===== src/rtl/ttl_updn_pkg.sv =====
`default_nettype none
// ============================================================================
// Package     : ttl_updn_pkg
// Description : Shared constants and digit arithmetic for the cascaded
//               up/down counter. The macro DECADE_EN selects BCD digits
//               (MAX = 9); without it, digits are binary modulo 16.
// Revision    : 1.0  initial release
// ============================================================================
package ttl_updn_pkg;

  localparam int         DW      = 4;
  localparam logic [3:0] BIN_MAX = 4'd15;
  localparam logic [3:0] BCD_MAX = 4'd9;

`ifdef DECADE_EN
  localparam bit DECADE_MODE = 1'b1;
`else
  localparam bit DECADE_MODE = 1'b0;
`endif

  // Next value of one digit. In decade mode, illegal codes 10..15 recover
  // to 0 when counting up and to 9 when counting down. The direction select
  // is a conditional operator so an unknown direction yields an unknown
  // digit instead of silently picking one way.
  function automatic logic [DW-1:0] next_digit(input logic [DW-1:0] val,
                                               input logic          up,
                                               input logic          decade);
    logic [DW-1:0] inc;
    logic [DW-1:0] dec;
    if (decade) begin
      inc = (val >= BCD_MAX) ? 4'd0 : val + 4'd1;
      dec = ((val == 4'd0) || (val > BCD_MAX)) ? BCD_MAX : val - 4'd1;
    end else begin
      inc = val + 4'd1;
      dec = val - 4'd1;
    end
    return up ? inc : dec;
  endfunction

  // Terminal count of one digit for the current direction. Illegal BCD
  // codes never match, because only the exact MAX or zero is compared.
  function automatic logic digit_tc(input logic [DW-1:0] val,
                                    input logic          up,
                                    input logic          decade);
    logic [DW-1:0] max_val;
    max_val = decade ? BCD_MAX : BIN_MAX;
    return up ? (val == max_val) : (val == 4'd0);
  endfunction

endpackage
`default_nettype wire


===== src/rtl/ttl_updn_stage.sv =====
`default_nettype none
// ============================================================================
// Module      : ttl_updn_stage
// Description : One 4-bit presettable up/down digit with terminal-count
//               flag. BCD or binary behaviour follows DECADE_EN via the
//               package default of the DECADE parameter.
// Revision    : 1.0  initial release
// ============================================================================
module ttl_updn_stage
  import ttl_updn_pkg::*;
#(
  parameter bit DECADE = DECADE_MODE
) (
  input  logic          clk,
  input  logic          rst,
  input  logic          load,
  input  logic [DW-1:0] d,
  input  logic          cnt_en,
  input  logic          updn,
  output logic [DW-1:0] q,
  output logic          tc
);

  // Digit register: reset beats load, load beats counting, else hold.
  always_ff @(posedge clk) begin
    if (rst) begin
      q <= '0;
    end else if (load) begin
      q <= d;
    end else begin
      q <= cnt_en ? next_digit(q, updn, DECADE) : q;
    end
  end

  assign tc = digit_tc(q, updn, DECADE);

endmodule
`default_nettype wire


===== src/rtl/ttl_updn_cascade.sv =====
`default_nettype none
// ============================================================================
// Module      : ttl_updn_cascade
// Description : Multi-digit synchronous up/down counter built from cascaded
//               4-bit stages. Each digit is enabled by the terminal counts
//               of all digits below it, so carry/borrow resolves across the
//               whole chain in a single edge. Define DECADE_EN for BCD digits.
// Revision    : 1.0  initial release
// ============================================================================
module ttl_updn_cascade
  import ttl_updn_pkg::*;
#(
  parameter int STAGES = 4,
  parameter int DW     = 4
) (
  input  logic                 clk,
  input  logic                 rst,
  input  logic                 en_n,
  input  logic                 updn,
  input  logic                 load_n,
  input  logic [STAGES*DW-1:0] d,
  output logic [STAGES*DW-1:0] q,
  output logic                 maxmin,
  output logic                 rco_n,
  output logic [STAGES-1:0]    stage_tc
);

  for (genvar i = 0; i < STAGES; i++) begin : g_stage
    logic cnt_en;

    // Each digit's enable is an AND over every lower terminal count, taken
    // directly from stage_tc rather than chained, so no signal feeds itself.
    if (i == 0) begin : g_lsd
      assign cnt_en = ~en_n;
    end else begin : g_upper
      assign cnt_en = ~en_n & (&stage_tc[i-1:0]);
    end

    ttl_updn_stage u_stage (
      .clk    (clk),
      .rst    (rst),
      .load   (~load_n),
      .d      (d[i*DW +: DW]),
      .cnt_en (cnt_en),
      .updn   (updn),
      .q      (q[i*DW +: DW]),
      .tc     (stage_tc[i])
    );
  end

  assign maxmin = &stage_tc;

  // Ripple clock out is low only in the clock-low phase before a wrapping edge.
  assign rco_n = ~(maxmin & ~en_n & ~clk);

endmodule
`default_nettype wire


===== config.mk =====
export PLATFORM = sky130hd
export DESIGN_NAME = ttl_updn_cascade
export DESIGN_NICKNAME = d
export VERILOG_FILES = /design/src/rtl/ttl_updn_pkg.sv /design/src/rtl/ttl_updn_stage.sv /design/src/rtl/ttl_updn_cascade.sv
export SDC_FILE = /design/constraint.sdc
export NUM_CORES = 1
export LEC_CHECK = 0
export ABC_AREA = 1
export ABC_CLOCK_PERIOD_IN_PS = 2009
export BUFFER_PORTS_ARGS = -buffer_cell sky130_fd_sc_hd__buf_4
export CAP_MARGIN = 20
export CORE_MARGIN = 4
export CORE_UTILIZATION = 47
export CTS_CLUSTER_SIZE = 24
export DETAILED_ROUTE_END_ITERATION = 10
export PLACE_DENSITY_LB_ADDON = 0.15
export RECOVER_POWER = 25
export SYNTH_ARGS = -nofsm -noshare
export SYNTH_HDL_FRONTEND = slang
export SYNTH_SLANG_ARGS = --single-unit

===== constraint.sdc =====
create_clock -name clk -period 2.01 [get_ports clk]
set_input_delay 0.201 -clock clk [delete_from_list [all_inputs] [get_ports clk]]
set_output_delay 0.201 -clock clk [all_outputs]
set_load 0.1 [all_outputs]

==> impl_metrics.yaml, run 1 <==
outcome:
  status: "completed"
layout:
  largest_reg_flops: 16
  areaGrowthSynthToFinish_pct: 28.61
  drive_gt1_frac: 0.3735
  regMostFlops: "g_stage.u_stage.q"
  reg.largest.list: "g_stage.u_stage.q x16"
  layout.nets: 291
  fin_util: 0.6541
  diodes: 0
  design_area_sq_um: 1851
sta:
  slew_headroom: 0.5574
  setup_viol: 0
  min_period_ns: 1.908
  slew_viol_final: 0
  rsz0062_at_grt: "false"
  finalCritPeriodShare: 0.9494
  fin_hold_ws_ns: 0.02687
  worstMarginPinSlew_ns: 0.6631
  finClkSkew_ns: 0.008997
  hold_viol_final: 0
  fmax_ghz: 0.5240
floorplan:
  die_w_microns: 63.33
  dieArea_sq_um: 4011
  io_pins: 43
  placementRows: 19
  die_h_microns: 63.33
  start_util: 0.5086
  core-area_sq_um: 2829
synth:
  yosys_warnings: 0
  ys_seq_elements: 16
  synth_area_sq_um: 1439
  synthesis.nets: 250
  syn_avg_cell_area_sq_um: 6.631
  netlist_instances: 217
  ys_types: 30
  yosysSeqAreaShare: 0.2226
routing:
  drcViolationCount: 0
  drtPass1Iterations: 4
  drt_iter0_drc: 74
  ant_nets: 0
  finalWirelength_microns: 3453
  vias: 1458
  post_drt_wl_per_cell_microns: 11.99
  vias_per_cell: 5.063
setup_path:
  cp_slowest_stage_delay_ns: 0.35
  cp-start-kind: "flip-flop"
  r2r-end: "g_stage[3].u_stage.q[3]"
  required_ns: 1.81
  crit_top_cell: "nand2_1"
  r2r_start: "g_stage[3].u_stage.q[2]"
  arrival_ns: 1.71
  rrSetupSlack_ns: 0.60
  slowest_stage: "dfxtp_2"
  worstSetupEndpointType: "primary output"
  reg2reg_depth: 7
  crit_chain: "inv_1, nand2_1, o32ai_4, nand2_1, nor2_4, buf_6"
  cp_max_fo: 3
  crit_type: "reg2out"
place:
  portBuffers: 42
  place_congestion: 0.8191
  dp_hpwl_microns: 2619
  place_area_sq_um: 1800
grt:
  grt_pass1_wl_microns: 5885
  grt_max_degree: 22
  track_usage: 0.1797
  grt_pass1_vias: 1324
  antenna_found_initial: 0
  overflow: 0
power:
  powerDensity_nw_per_um2: 685.2
  p_total_mw: 1.268
  p_sw_mw: 0.6174
  p_clk_frac: 0.222
  p_sw_frac: 0.4869
  ir_worst_vdd_mv: 0.6757
  sequentialPowerShare: 0.305
  p_int_mw: 0.6506
  leakagePower_nw: 0.9638
  power_frac_comb: 0.473
clock_network:
  insertion_delay_ns: 0.41
  clkTransAtPathRegs_ns: 0.11
  hold_buffers: 0
  cts_tree: "built"
  post_cts_buffers: 0
min_path:
  min_path_type: "in2reg"
  min_from: "rst"
  hold_path_depth: 2
  hold_end: "g_stage[2].u_stage.q[0]"
job:
  cap_violations: 0
==> worst max path at each step <==
| stage | start | to | slack [ns] | cells after the start |
|---|---|---|---|---|
| finish | g_stage[3].u_stage.q[3] | maxmin | 0.10 | 6 |
| CTS | g_stage[3].u_stage.q[3] | maxmin | 0.04 | 6 |
| global placement | updn | g_stage[2].u_stage.q[3] | 0.35 | 12 |
| floorplan | g_stage[1].u_stage.q[0] | rco_n | -0.01 | 7 |
| global route | g_stage[3].u_stage.q[3] | maxmin | 0.01 | 6 |
| detailed placement | updn | g_stage[2].u_stage.q[3] | 0.32 | 12 |
==> synthesized netlist by cell type <==
| library cell | count | share of area |
|---|---|---|
| fa_1 | 4 | 0.056 |
| inv_1 | 16 | 0.042 |
| o32ai_2 | 1 | 0.011 |
| nor2_1 | 19 | 0.050 |
| xnor2_1 | 1 | 0.0061 |
| clkbuf_1 | 1 | 0.0026 |
| buf_6 | 1 | 0.0078 |
| or2_2 | 1 | 0.0044 |
| xor2_1 | 3 | 0.018 |
| a21oi_1 | 14 | 0.049 |
| o211ai_1 | 2 | 0.010 |
| dfxtp_1 | 16 | 0.22 |
| clkinv_1 | 1 | 0.0026 |
| nand3_1 | 14 | 0.049 |
| and2_1 | 1 | 0.0044 |
| ha_1 | 8 | 0.070 |
| o21ai_0 | 5 | 0.017 |
| nand3_2 | 2 | 0.014 |
| nand3b_1 | 2 | 0.010 |
| nand2_4 | 5 | 0.039 |
| buf_2 | 3 | 0.010 |
| nand2_2 | 7 | 0.030 |
| buf_4 | 5 | 0.026 |
| nor2_2 | 4 | 0.017 |
| o21ai_1 | 2 | 0.0070 |
| nand2_1 | 68 | 0.18 |
| a31oi_1 | 2 | 0.0087 |
| a21oi_2 | 1 | 0.0061 |
| nor2_4 | 2 | 0.016 |
| inv_2 | 6 | 0.016 |
==> power by group through the flow <==
stage          Combinational (mW)  Sequential, mW  Clock (mW)
5_1_grt                     0.645           0.395       0.302
6_report                    0.600           0.387       0.281
3_3_place_gp                0.598           0.394     0.00625
2_1_floorplan               0.302           0.578     0.00618
3_5_place_dp                0.601           0.394     0.00625
4_1_cts                     0.605           0.387       0.288
==> per-layer routing <==
layer  GRT usage  vias to the layer above  part of all wire
met5           0                        -                 0
met4     0.04852                        0            0.0090
met3     0.05861                        5             0.065
met2      0.2764                       36              0.47
met1      0.2400                      654              0.46
li1            -                      763                 -
==> timing repair <==
item / in CTS / in global routing
setup endpoints to repair: 0 / 3
endpoints found under the hold margin: 0 / 0
gates resized for setup: 0 / 3
==> layout by cell type (no fill, tap or decap), types with 3 or more instances in the layout <==
master    count
nand2_2       6
inv_1        15
clkbuf_4      6
xor2_1        3
dfxtp_4      12
clkbuf_2      6
buf_4        35
nor2_2        4
a21oi_1      14
nand2_1      68
nand2_4       6
o21ai_0       5
fa_1          4
dfxtp_2       4
nor2_1       18
ha_1          8
nand3_1      14
inv_2         6
nor2_4        3
==> worst max-delay path, delay by kind of cell (launching register included) <==
family          cells  cell delay, ns
flops               1            0.35
compound gates      1            0.30
simple gates        3            0.34
buf+inv             2            0.30
==> cell families after synthesis <==
| kind of cell | count (synthesis) | share of synthesized area |
|---|---|---|
| fa+ha+maj | 12 | 0.1252 |
| simple gates | 125 | 0.4113 |
| buf+inv | 33 | 0.1070 |
| flops | 16 | 0.2226 |
| xor+xnor | 4 | 0.02435 |
| compound gates | 27 | 0.1096 |
==> final cells by class <==
cell class | instances | area (sq um)
sequential | 16 | 370.4
timing repair buffer | 42 | 304.0
fill | 281 | 978.4
inverter | 23 | 88.84
clock inverter | 1 | 3.754
multi-input combinational | 168 | 988.4
clock buffer | 7 | 56.30
tap | 31 | 38.79
==> metrics by stage <==
step | TNS, ns | setup slack (ns) | cells
floorplan | -0.01097 | -0.01097 | 217
global placement | 0 | 0.3532 | 281
detailed placement | 0 | 0.3174 | 281
CTS | 0 | 0.04263 | 288
global route | 0 | 0.01258 | 288
finish | 0 | 0.1018 | 288
No activity file was read; power rests on OpenSTA's default activity.
==> run 2: changes to the inputs <==
--- a/config.mk
+++ b/config.mk
@@ -10,7 +10,7 @@
 export BUFFER_PORTS_ARGS = -buffer_cell sky130_fd_sc_hd__buf_4
 export CAP_MARGIN = 20
 export CORE_MARGIN = 4
-export CORE_UTILIZATION = 47
+export CORE_UTILIZATION = 30
 export CTS_CLUSTER_SIZE = 24
 export DETAILED_ROUTE_END_ITERATION = 10
 export PLACE_DENSITY_LB_ADDON = 0.15
==> impl_metrics.yaml, run 2 (synthesis gave the netlist of run 1 again) <==
outcome:
  status: "completed"
layout:
  drive_gt1_frac: 0.3774
  regMostFlops: "g_stage.u_stage.q"
  largest_reg_flops: 16
  reg.largest.list: "g_stage.u_stage.q x16"
  layout.nets: 291
  diodes: 0
  areaGrowthSynthToFinish_pct: 31.83
  fin_cells: 309
  final_cell_mix: "67 x nand2_1, 34 x buf_4, 18 x nor2_1"
  final_common_cell: "nand2_1"
clock_network:
  hold_buffers: 0
  insertion_delay_ns: 0.36
  post_cts_buffers: 0
  cts_tree: "built"
  post_cts_resized: 0
  clkTransAtPathRegs_ns: 0.07
min_path:
  min_path_type: "in2reg"
floorplan:
  start_util: 0.3194
  placementRows: 24
  dieArea_sq_um: 5968
  core-area_sq_um: 4504
  die_h_microns: 77.26
  io_pins: 43
  die_w_microns: 77.26
sta:
  finalCritPeriodShare: 0.9430
  worstMarginPinSlew_ns: 0.7201
  finalSetupTns_ns: 0
  fin_hold_ws_ns: 0.07465
  slew_viol_final: 0
  fmax_ghz: 0.5276
  hold_viol_final: 0
  setup_viol: 0
  finClkSkew_ns: 0.007374
  rsz0062_at_grt: "false"
  min_period_ns: 1.895
  slew_headroom: 0.5194
grt:
  grt_pass1_vias: 1392
  antenna_found_initial: 0
  overflow: 0
  grt_max_degree: 22
  track_usage: 0.1381
  grt_pass1_wl_microns: 6486
setup_path:
  crit_type: "reg2out"
  arrival_ns: 1.69
  rrSetupSlack_ns: 0.61
  cp_max_fo: 4
  worstSetupEndpointType: "primary output"
  required_ns: 1.81
  cp-start-kind: "flip-flop"
job:
  cap_violations: 0
power:
  ir_worst_vdd_mv: 0.3308
  powerDensity_nw_per_um2: 741.2
  leakagePower_nw: 0.9752
routing:
  post_drt_wl_per_cell_microns: 12.54
  finalWirelength_microns: 3874
  drtPass1Iterations: 4
  ant_nets: 0
  drcViolationCount: 0
  drt_iter0_drc: 35
  vias: 1452
  vias_per_cell: 4.699
place:
  place_congestion: 0.7997
  dp_cells: 302
  portBuffers: 42
  dp_hpwl_microns: 2940
-- run 2: changes by cell type in the layout (fill, tap and decap cells not counted), sizes merged --
cell    previous run  this run
buf               37        35
clkbuf            12        14
-- run 2: routing by layer --
layer / routed length [microns] / track usage
met1: 1856 / 0.1747
met2: 1706 / 0.2081
met3: 256 / 0.05035
met4: 55 / 0.06228
met5: 0 / 0
-- run 2: through the flow --
| stage | setup WS (ns) | total power, mW | instance area, sq um | util |
|---|---|---|---|---|
| global route | 0.01151 | 1.500 | 1897 | 0.4211 |
| finish | 0.1146 | 1.406 | 1897 | 0.4211 |
| floorplan | -0.01097 | 0.8862 | 1506 | - |
| CTS | 0.08419 | 1.440 | 1913 | 0.4247 |
| detailed placement | 0.2371 | 1.010 | 1827 | 0.4056 |
| global placement | 0.2904 | 1.009 | 1827 | 0.4056 |
-- run 2: final cells by class --
class | instances | area (sq um)
Clock buffer | 7 | 90.09
Clock inverter | 1 | 3.754
Fill cell | 494 | 2608
Inverter | 23 | 88.84
Multi-Input combinational cell | 168 | 979.7
Sequential cell | 16 | 370.4
Tap cell | 52 | 65.06
Timing Repair Buffer | 42 | 299.0
-- run 2: path summary, 6_finish.rpt --
| check | from | endpoint | cells after the start |
|---|---|---|---|
| worst min-delay path | rst | g_stage[2].u_stage.q[0] | 2 |
| worst max register to register | g_stage[2].u_stage.q[2] | g_stage[2].u_stage.q[3] | 9 |
| worst max-delay path | g_stage[1].u_stage.q[3] | rco_n | 7 |
| worst min register to register | g_stage[1].u_stage.q[2] | g_stage[1].u_stage.q[2] | 2 |
-- run 2: report_power, final --
part / total (mW) / switching [mW] / leakage (nW) / internal (mW)
clock network: 0.422 / 0.154 / 0.0495 / 0.268
logic: 0.596 / 0.437 / 0.784 / 0.159
registers: 0.388 / 0.0430 / 0.141 / 0.345
total: 1.41 / 0.634 / 0.975 / 0.772
-- run 2: worst max-delay path, cell delays in order (launching register included) --
cell and delay [ns]:
dfxtp_4 0.36, nor2_2 0.17, nand3_2 0.10, nand2_4 0.12, nand2_4 0.09, nor2_4 0.15
nand3b_1 0.10, buf_4 0.25
